## config.mk

```make
export PLATFORM = sky130hd
export DESIGN_NAME = ifmap_stream_feeder
export DESIGN_NICKNAME = d
export VERILOG_FILES = /design/src/rtl/ifmap_stream_feeder.sv
export SDC_FILE = /design/constraint.sdc
export NUM_CORES = 1
export LEC_CHECK = 0
export CORE_MARGIN = 3
export CORE_UTILIZATION = 40
export CTS_CLUSTER_DIAMETER = 50
export DETAILED_ROUTE_END_ITERATION = 10
export PLACE_DENSITY = 0.65
export SLEW_MARGIN = 20
export SYNTH_ARGS = -nofsm -noshare
export SYNTH_HDL_FRONTEND = slang
export SYNTH_SLANG_ARGS = --single-unit
export TNS_END_PERCENT = 1
```

## constraint.sdc

```tcl
create_clock -name clk -period 4.2 [get_ports clk]
set_clock_uncertainty 0.05 [all_clocks]
set_input_delay 0.84 -clock clk [delete_from_list [all_inputs] [get_ports clk]]
set_output_delay 0.84 -clock clk [all_outputs]
set_load 0.01 [all_outputs]
```

## src/rtl/ifmap_stream_feeder.sv

```systemverilog
// Streams a block of ifmap words from the global buffer to one PE over valid/ready.
// Optional IFMAP_FEEDER_ROW_LAST_EN adds a per-word row_last flag carried through the skid buffer.
module ifmap_stream_feeder #(
  parameter int GLOBAL_BUFFER_ADDR_WIDTH = 10,
  parameter int DATA_WIDTH               = 16,
  parameter int IFMAP_SIZE_WIDTH         = 4,
  parameter int N_WIDTH                  = 2
) (
  input  logic                                clk,
  input  logic                                rst,
  input  logic                                Start,
  input  logic [GLOBAL_BUFFER_ADDR_WIDTH-1:0] base_addr,
  input  logic [IFMAP_SIZE_WIDTH-1:0]         ifmap_size,
  input  logic [N_WIDTH-1:0]                  row_count,
  output logic                                gb_rd_en,
  output logic [GLOBAL_BUFFER_ADDR_WIDTH-1:0] gb_addr,
  input  logic [DATA_WIDTH-1:0]               gb_rdata,
  output logic                                out_valid,
  input  logic                                out_ready,
  output logic [DATA_WIDTH-1:0]               out_data,
  output logic                                row_last,
  output logic                                Done
);
  localparam int TW = IFMAP_SIZE_WIDTH + N_WIDTH;

  typedef enum logic [1:0] {IDLE, FETCH, DRAIN, FIN} state_t;
  state_t state, state_nxt;

  logic [TW-1:0]         total_in, total_q, issued, sent;
  logic                  in_flight, xfer, wr_ptr, rd_ptr;
  logic [1:0]            cnt, occ;
  logic [DATA_WIDTH-1:0] mem [2];

  assign total_in  = TW'(ifmap_size) * TW'(row_count);
  assign out_valid = (cnt != 2'd0);
  assign out_data  = mem[rd_ptr];
  assign xfer      = out_valid && out_ready;
  assign occ       = cnt - {1'b0, xfer};
  // Issue only if the word is guaranteed a skid slot when it lands next cycle.
  assign gb_rd_en  = (state == FETCH) && (issued != total_q) &&
                     ((occ + {1'b0, in_flight}) <= 2'd1);
  assign Done      = (state == FIN);

  always_comb begin
    state_nxt = state;
    case (state)
      IDLE:  if (Start) state_nxt = (total_in == '0) ? FIN : FETCH;
      FETCH: if (gb_rd_en && (issued + TW'(1) == total_q)) state_nxt = DRAIN;
      DRAIN: if (xfer && (sent + TW'(1) == total_q)) state_nxt = FIN;
      FIN:   state_nxt = IDLE;
      default: state_nxt = IDLE;
    endcase
  end

  always_ff @(posedge clk or posedge rst) begin
    if (rst) begin
      state     <= IDLE;
      gb_addr   <= '0;
      total_q   <= '0;
      issued    <= '0;
      sent      <= '0;
      in_flight <= 1'b0;
      wr_ptr    <= 1'b0;
      rd_ptr    <= 1'b0;
      cnt       <= 2'd0;
      mem[0]    <= '0;
      mem[1]    <= '0;
    end else begin
      state     <= state_nxt;
      in_flight <= gb_rd_en;
      cnt       <= cnt + {1'b0, in_flight} - {1'b0, xfer};
      if (state == IDLE && Start) begin
        gb_addr <= base_addr;
        total_q <= total_in;
        issued  <= '0;
        sent    <= '0;
      end
      if (gb_rd_en) begin
        gb_addr <= gb_addr + 1'b1;
        issued  <= issued + TW'(1);
      end
      if (in_flight) begin
        mem[wr_ptr] <= gb_rdata;
        wr_ptr      <= ~wr_ptr;
      end
      if (xfer) begin
        rd_ptr <= ~rd_ptr;
        sent   <= sent + TW'(1);
      end
    end
  end

`ifdef IFMAP_FEEDER_ROW_LAST_EN
  logic [IFMAP_SIZE_WIDTH-1:0] size_q, col;
  logic                        fl_last, issue_last;
  logic                        last_mem [2];

  assign issue_last = (col == size_q - 1'b1);
  assign row_last   = out_valid && last_mem[rd_ptr];

  // Flag is decided at issue time and travels with the word through the skid.
  always_ff @(posedge clk or posedge rst) begin
    if (rst) begin
      size_q      <= '0;
      col         <= '0;
      fl_last     <= 1'b0;
      last_mem[0] <= 1'b0;
      last_mem[1] <= 1'b0;
    end else begin
      fl_last <= gb_rd_en && issue_last;
      if (state == IDLE && Start) begin
        size_q <= ifmap_size;
        col    <= '0;
      end
      if (gb_rd_en) col <= issue_last ? '0 : col + 1'b1;
      if (in_flight) last_mem[wr_ptr] <= fl_last;
    end
  end
`else
  assign row_last = 1'b0;
`endif

endmodule

```

# Yosys cells after proc, flatten, opt, wreduce, memory -nomap -nowiden
# Index checks and enable logic that the tools add are counted.
[word_totals] mem_count=0 mem_bits_ro=0 ff_bits=67 wordCells=65 latchBits=0 in_bits=36 out_inout_bits=30 mem_bits_rw=0
[op_classes] bitwise=4 eq_ne=9 n_reduce_logical=13 add_sub_neg=7 order_cmp=4 n_mux=16 multipliers=1 div_mod_pow=0 shift=0
[op_table] op="two-way mux 16 bit" n=4
[op_table] op="bitwise mux 32 bit" n=1
[op_table] op="two-way mux 10 bit" n=2
[op_table] op="two-way mux 6 bit" n=3
[op_table] op="demux 16 bit (select 1 bit)" n=1
[op_table] op="adder 6 x 1 -> 6 bit, second input constant" n=2
[op_table] op="equality test 6 bit" n=2
[op_table] op="adder 10 x 1 -> 10 bit, second input constant" n=1
[op_table] op="two-way mux 2 bit" n=4
[op_table] op="one-hot mux 2 bit (4 select lines)" n=1
[op_table] op="logical AND 1 bit" n=7
[op_table] op="logical NOT 6 bit" n=1
[op_table] op="multiplier 4 x 2 -> 6 bit" n=1
[op_table] op="inequality test 6 bit" n=1
[op_table] op="nonzero test 2 bit" n=3
[op_table] op="adder 2 x 1 -> 2 bit" n=2
[op_table] op="equality test 2 bit, second input constant" n=2
[op_table] op="greater-or-equal comparator 2 bit, second input constant" n=2
[op_table] op="inequality test 2 bit, second input constant" n=2
[op_table] op="NOT 1 -> 2 bit" n=2
[op_table] op="subtractor 2 x 1 -> 2 bit" n=2
[op_table] op="AND reduction 3 bit" n=1
[op_table] op="equality test 2 x 1 -> 1 bit, second input constant" n=1
[op_table] op="<= comparator 2 x 1 -> 1 bit, second input constant" n=1
[op_table] op="4 further kinds" n=5

# Longest topological paths before layout
[depth] word_depth=9 depth_mapped=14 mapped_depth_nobuf=13

# Worst setup path after synthesis
# No wires, ideal clock.
[synth_timing] path_kind="input -> output" from="in out_ready" to="out gb_rd_en" path_slack_ps=917 arrival_time_ps=2393 n_path_buf=1 path_stages=10 t_required_ps=3310 cell_sequence="nand2_2 -> inv_1 -> ha_1 -> inv_1 -> ha_1 -> xor2_1 -> xnor2_1 -> o311ai_4 -> inv_2 -> buf_6"
[synth_between] elab_chain_len=5
[synth_rtl] item="from (decl)" line="19" text="input logic out_ready,"
[synth_rtl] item="logical AND 1 bit" line="37" text="assign xfer = out_valid && out_ready;"
[synth_rtl] item="net xfer" line="30" text="logic in_flight, xfer, wr_ptr, rd_ptr;"
[synth_rtl] item="subtractor 2 x 1 -> 2 bit" line="38" text="assign occ = cnt - {1'b0, xfer};"
[synth_rtl] item="adder 2 x 1 -> 2 bit" line="41" text="((occ + {1'b0, in_flight}) <= 2'd1);"
[synth_rtl] item="<= comparator 2 x 1 -> 1 bit" line="41"
[synth_rtl] item="logical AND 1 bit" line="40" text="assign gb_rd_en = (state == FETCH) && (issued != total_q) &&"
[synth_rtl] item="to (decl)" line="15" text="output logic gb_rd_en,"
# The timed path passes the listed nets, and every way through them passes these cells.

# Worst setup path after layout
# Ends and elaborated chain as after synthesis.

==> impl_metrics.env <==
export IMPL_combPwrFrac_pct=49.1
export IMPL_setup_tns_final_ns=0
export IMPL_switching_share_pct=36.9
export IMPL_clk_latency_ns=0.35
export IMPL_cts_buffers=9
export IMPL_cp_end_kind="output port"
export IMPL_dr_wl_met3_um=352
export IMPL_p_clk_share_pct=16.1
export IMPL_ys_types=45
export IMPL_switchingPower_mw=1.25
export IMPL_first_iter_violations=55
export IMPL_finalCritPeriodShare_pct=94.0
export IMPL_avgSynthCellArea_sq_um=11.0
export IMPL_core_sq_um=8460
export IMPL_clkTransAtPathRegs_ns=0.07
export IMPL_dpl_hpwl_mm=5.33
export IMPL_pin_count=66
export IMPL_intPower_mw=2.13
export IMPL_setup_worst_path_class="input pin to output port"
export IMPL_netlist_top_cells_area="dfrtp_1, mux2_2, ha_1, xnor2_1, nand2_1"
export IMPL_drive_above_1_share_pct=20.7
export IMPL_maxCapViolations=0
export IMPL_cts_sinks=67
export IMPL_start_util_pct=42.2
export IMPL_fmax_mhz=253
export IMPL_ant_nets=0
export IMPL_powerDensity_nw_per_um2=745
export IMPL_die_x_um=101
export IMPL_hp_class="flop to flop"
export IMPL_dp_cells=490
export IMPL_start_kind="input pin"
export IMPL_n_antenna_cell=0
export IMPL_r2r_setup_slack_ns=1.04
export IMPL_vias_per_cell=5.16
export IMPL_port_buffers=64
export IMPL_yosysWarnings=0
export IMPL_grt_ovfl_total=0
export IMPL_setup_viol=0
export IMPL_ir_drop_v=0.000418
export IMPL_drv_slew=0
export IMPL_grt_max_degree=50
export IMPL_fp_row_count=33
export IMPL_multi_input_area_sq_um=1780
export IMPL_grt_pass1_wl_mm=12.5
export IMPL_routed_wl_mm=7.48
export IMPL_dr_total_vias=2609
export IMPL_max_slew_worst_pin_slew_ns=0.855
export IMPL_rsz0062_at_grt="no"
export IMPL_p_leak_nw=1.97
export IMPL_syn2layout_area_growth_pct=27.0
export IMPL_synth_fp_nets=376
export IMPL_drc=0
export IMPL_synth_seq_area_share_pct=46.9
export IMPL_fin_nets=446
export IMPL_wl_met2_mm=3.47
export IMPL_nFillCells=753
export IMPL_met1_length_mm=3.53
export IMPL_top_layer_used="met4"
export IMPL_finalHoldViolations=0
export IMPL_worst_slack_ns=0.251
export IMPL_die_area_sq_um=10100
export IMPL_pre_cts_ws_ns=0.184
export IMPL_cp_max_fo=2
export IMPL_crit_arrival_ns=3.06
export IMPL_grt_pass1_vias=2621
export IMPL_cts_hold_fix_buffers=0
export IMPL_layout_cells_non_filler=506
export IMPL_relSlewSlack_pct=42.9
export IMPL_gp_congestion=0.835
export IMPL_clockRootBuffer="clkbuf_8"
export IMPL_pwr_share_seq_pct=34.9
export IMPL_required_ns=3.31
export IMPL_synth_top_cell_area_share_pct=46.9
export IMPL_synth_seq_cells=67
export IMPL_power_total_mw=3.38
export IMPL_cts_max_path_buffers=2
export IMPL_h_tree_depth=3
export IMPL_die_h_um=101
export IMPL_cts_tree="done"
export IMPL_wl_per_cell_um=14.8
export IMPL_utilization_pct=53.7
export IMPL_syn_area_sq_um=3580
export IMPL_run_status="completed"
export IMPL_firstDrtPassIters=4
export IMPL_synthCells=326
export IMPL_grt_use_total_pct=15.5
export IMPL_seqCellArea_sq_um=1680
export IMPL_layout_min_cycle_time_ns=3.95
export IMPL_antenna_found_initial=0
export IMPL_synth_largest_area_cell="dfrtp_1"
placed cells by master (no fill, tap or decap), types with 4 or more instances in the layout:
cell              n
nand3_1          14
xor2_1            7
a21oi_1          12
and3_1            4
dfrtp_1          67
and2_1            6
buf_4             7
mux2_2           50
o22ai_1           4
inv_1            13
clkbuf_8          9
o21ai_0          21
nand2_1          34
o31ai_1           4
clkdlybuf4s50_1  64
ha_1             13
nor2_1           15
xnor2_1          17
path summary, 6_finish.rpt:
path,startpoint,end,cells past startpoint
max,out_ready,gb_rd_en,11
min,wr_ptr,wr_ptr,1
max reg2reg,cnt[1],state[1],13
min reg2reg,wr_ptr,wr_ptr,1
max in group asynchronous,rst,mem[19],3
min in group asynchronous,rst,gb_addr[7],2
layout make-up:
type | count | share of cell area, %
multi-input cells | 232 | 39.3
flip-flops and latches | 67 | 36.9
repair buffers | 71 | 15.3
well taps | 105 | 2.89
clock buffers | 9 | 2.73
clock inverters | 7 | 1.68
inverters | 15 | 1.27
critical path: stages:
cell and delay [ns]:
clkdlybuf4s50_1 0.49, nand2_2 0.06, inv_1 0.08, ha_1 0.23
inv_1 0.05, ha_1 0.14, xor2_1 0.22, xnor2_2 0.17
o311ai_4 0.17, inv_2 0.08, clkdlybuf4s50_1 0.53
per-stage QoR:
stage | instance area, sq um | hold slack (ns)
floorplan | 3580 | 0.413
global placement | 4330 | 0.426
detailed placement | 4330 | 0.435
CTS | 4530 | 0.448
global route | 4540 | 0.469
finish | 4540 | 0.443
kinds of logic (layout without fill, tap and decap cells):
group / Yosys count / in the layout / share of synthesized area [%]
DFF: 67 / 67 / 46.9
muxes: 52 / 52 / 16.4
adders and majority gates: 14 / 14 / 5.11
other: 1 / 1 / 0.105
xor gates and xnor gates: 27 / 27 / 7.21
AOI/OAI and AO/OA: 55 / 55 / 10.0
buffers and inverters: 27 / 102 / 3.46
and+or+nand+nor: 83 / 83 / 10.8
per-layer routing:
metal,vias up,GRT usage (%)
met4,0,5.60
met3,10,3.46
li1,1274,-
met5,-,0
met2,57,24.7
met1,1268,20.7
sequential cells by signal, indices dropped and copies added (netlist names):
name and flops:
state 2, rd_ptr 1, sent 6, gb_addr 10
mem 32, issued 6, wr_ptr 1, cnt 2
in_flight 1, total_q 6
power groups by stage:
stage               clock network, mW  registers (mW)  logic [mW]
CTS                             0.561            1.18        1.67
global placement                    0            1.18        1.63
detailed placement                  0            1.19        1.66
floorplan                           0            1.11        1.13
global route                    0.584            1.22        1.84
finish                          0.544            1.18        1.66
cells in the mapped netlist, drive strengths merged:
cell      n
nand4     1
xnor2    18
o31ai     4
dfrtp    67
or3       1
o221ai    1
nand4b    1
mux2     51
nor4b     2
nand3    14
fa        1
nand2    35
a21bo     1
a21o      3
nor2b     1
and2      6
xnor3     1
nor3      1
a211oi    2
xor2      8
conb      1
and3      4
o2111ai   1
o21ai    21
o22ai     4
nor2     15
buf       6
or2       2
o32a      1
a32oi     1
o311ai    1
o211a     1
mux2i     1
ha       13
o32ai     1
a311oi    1
inv      15
a21oi    12
clkbuf    6
repair_timing:
item / CTS / global route
gates resized for setup: 0 / 1
setup buffers: 0 / 0
endpoints found under the setup margin: 0 / 1
Note: power is estimated with default switching activity, not from simulation.
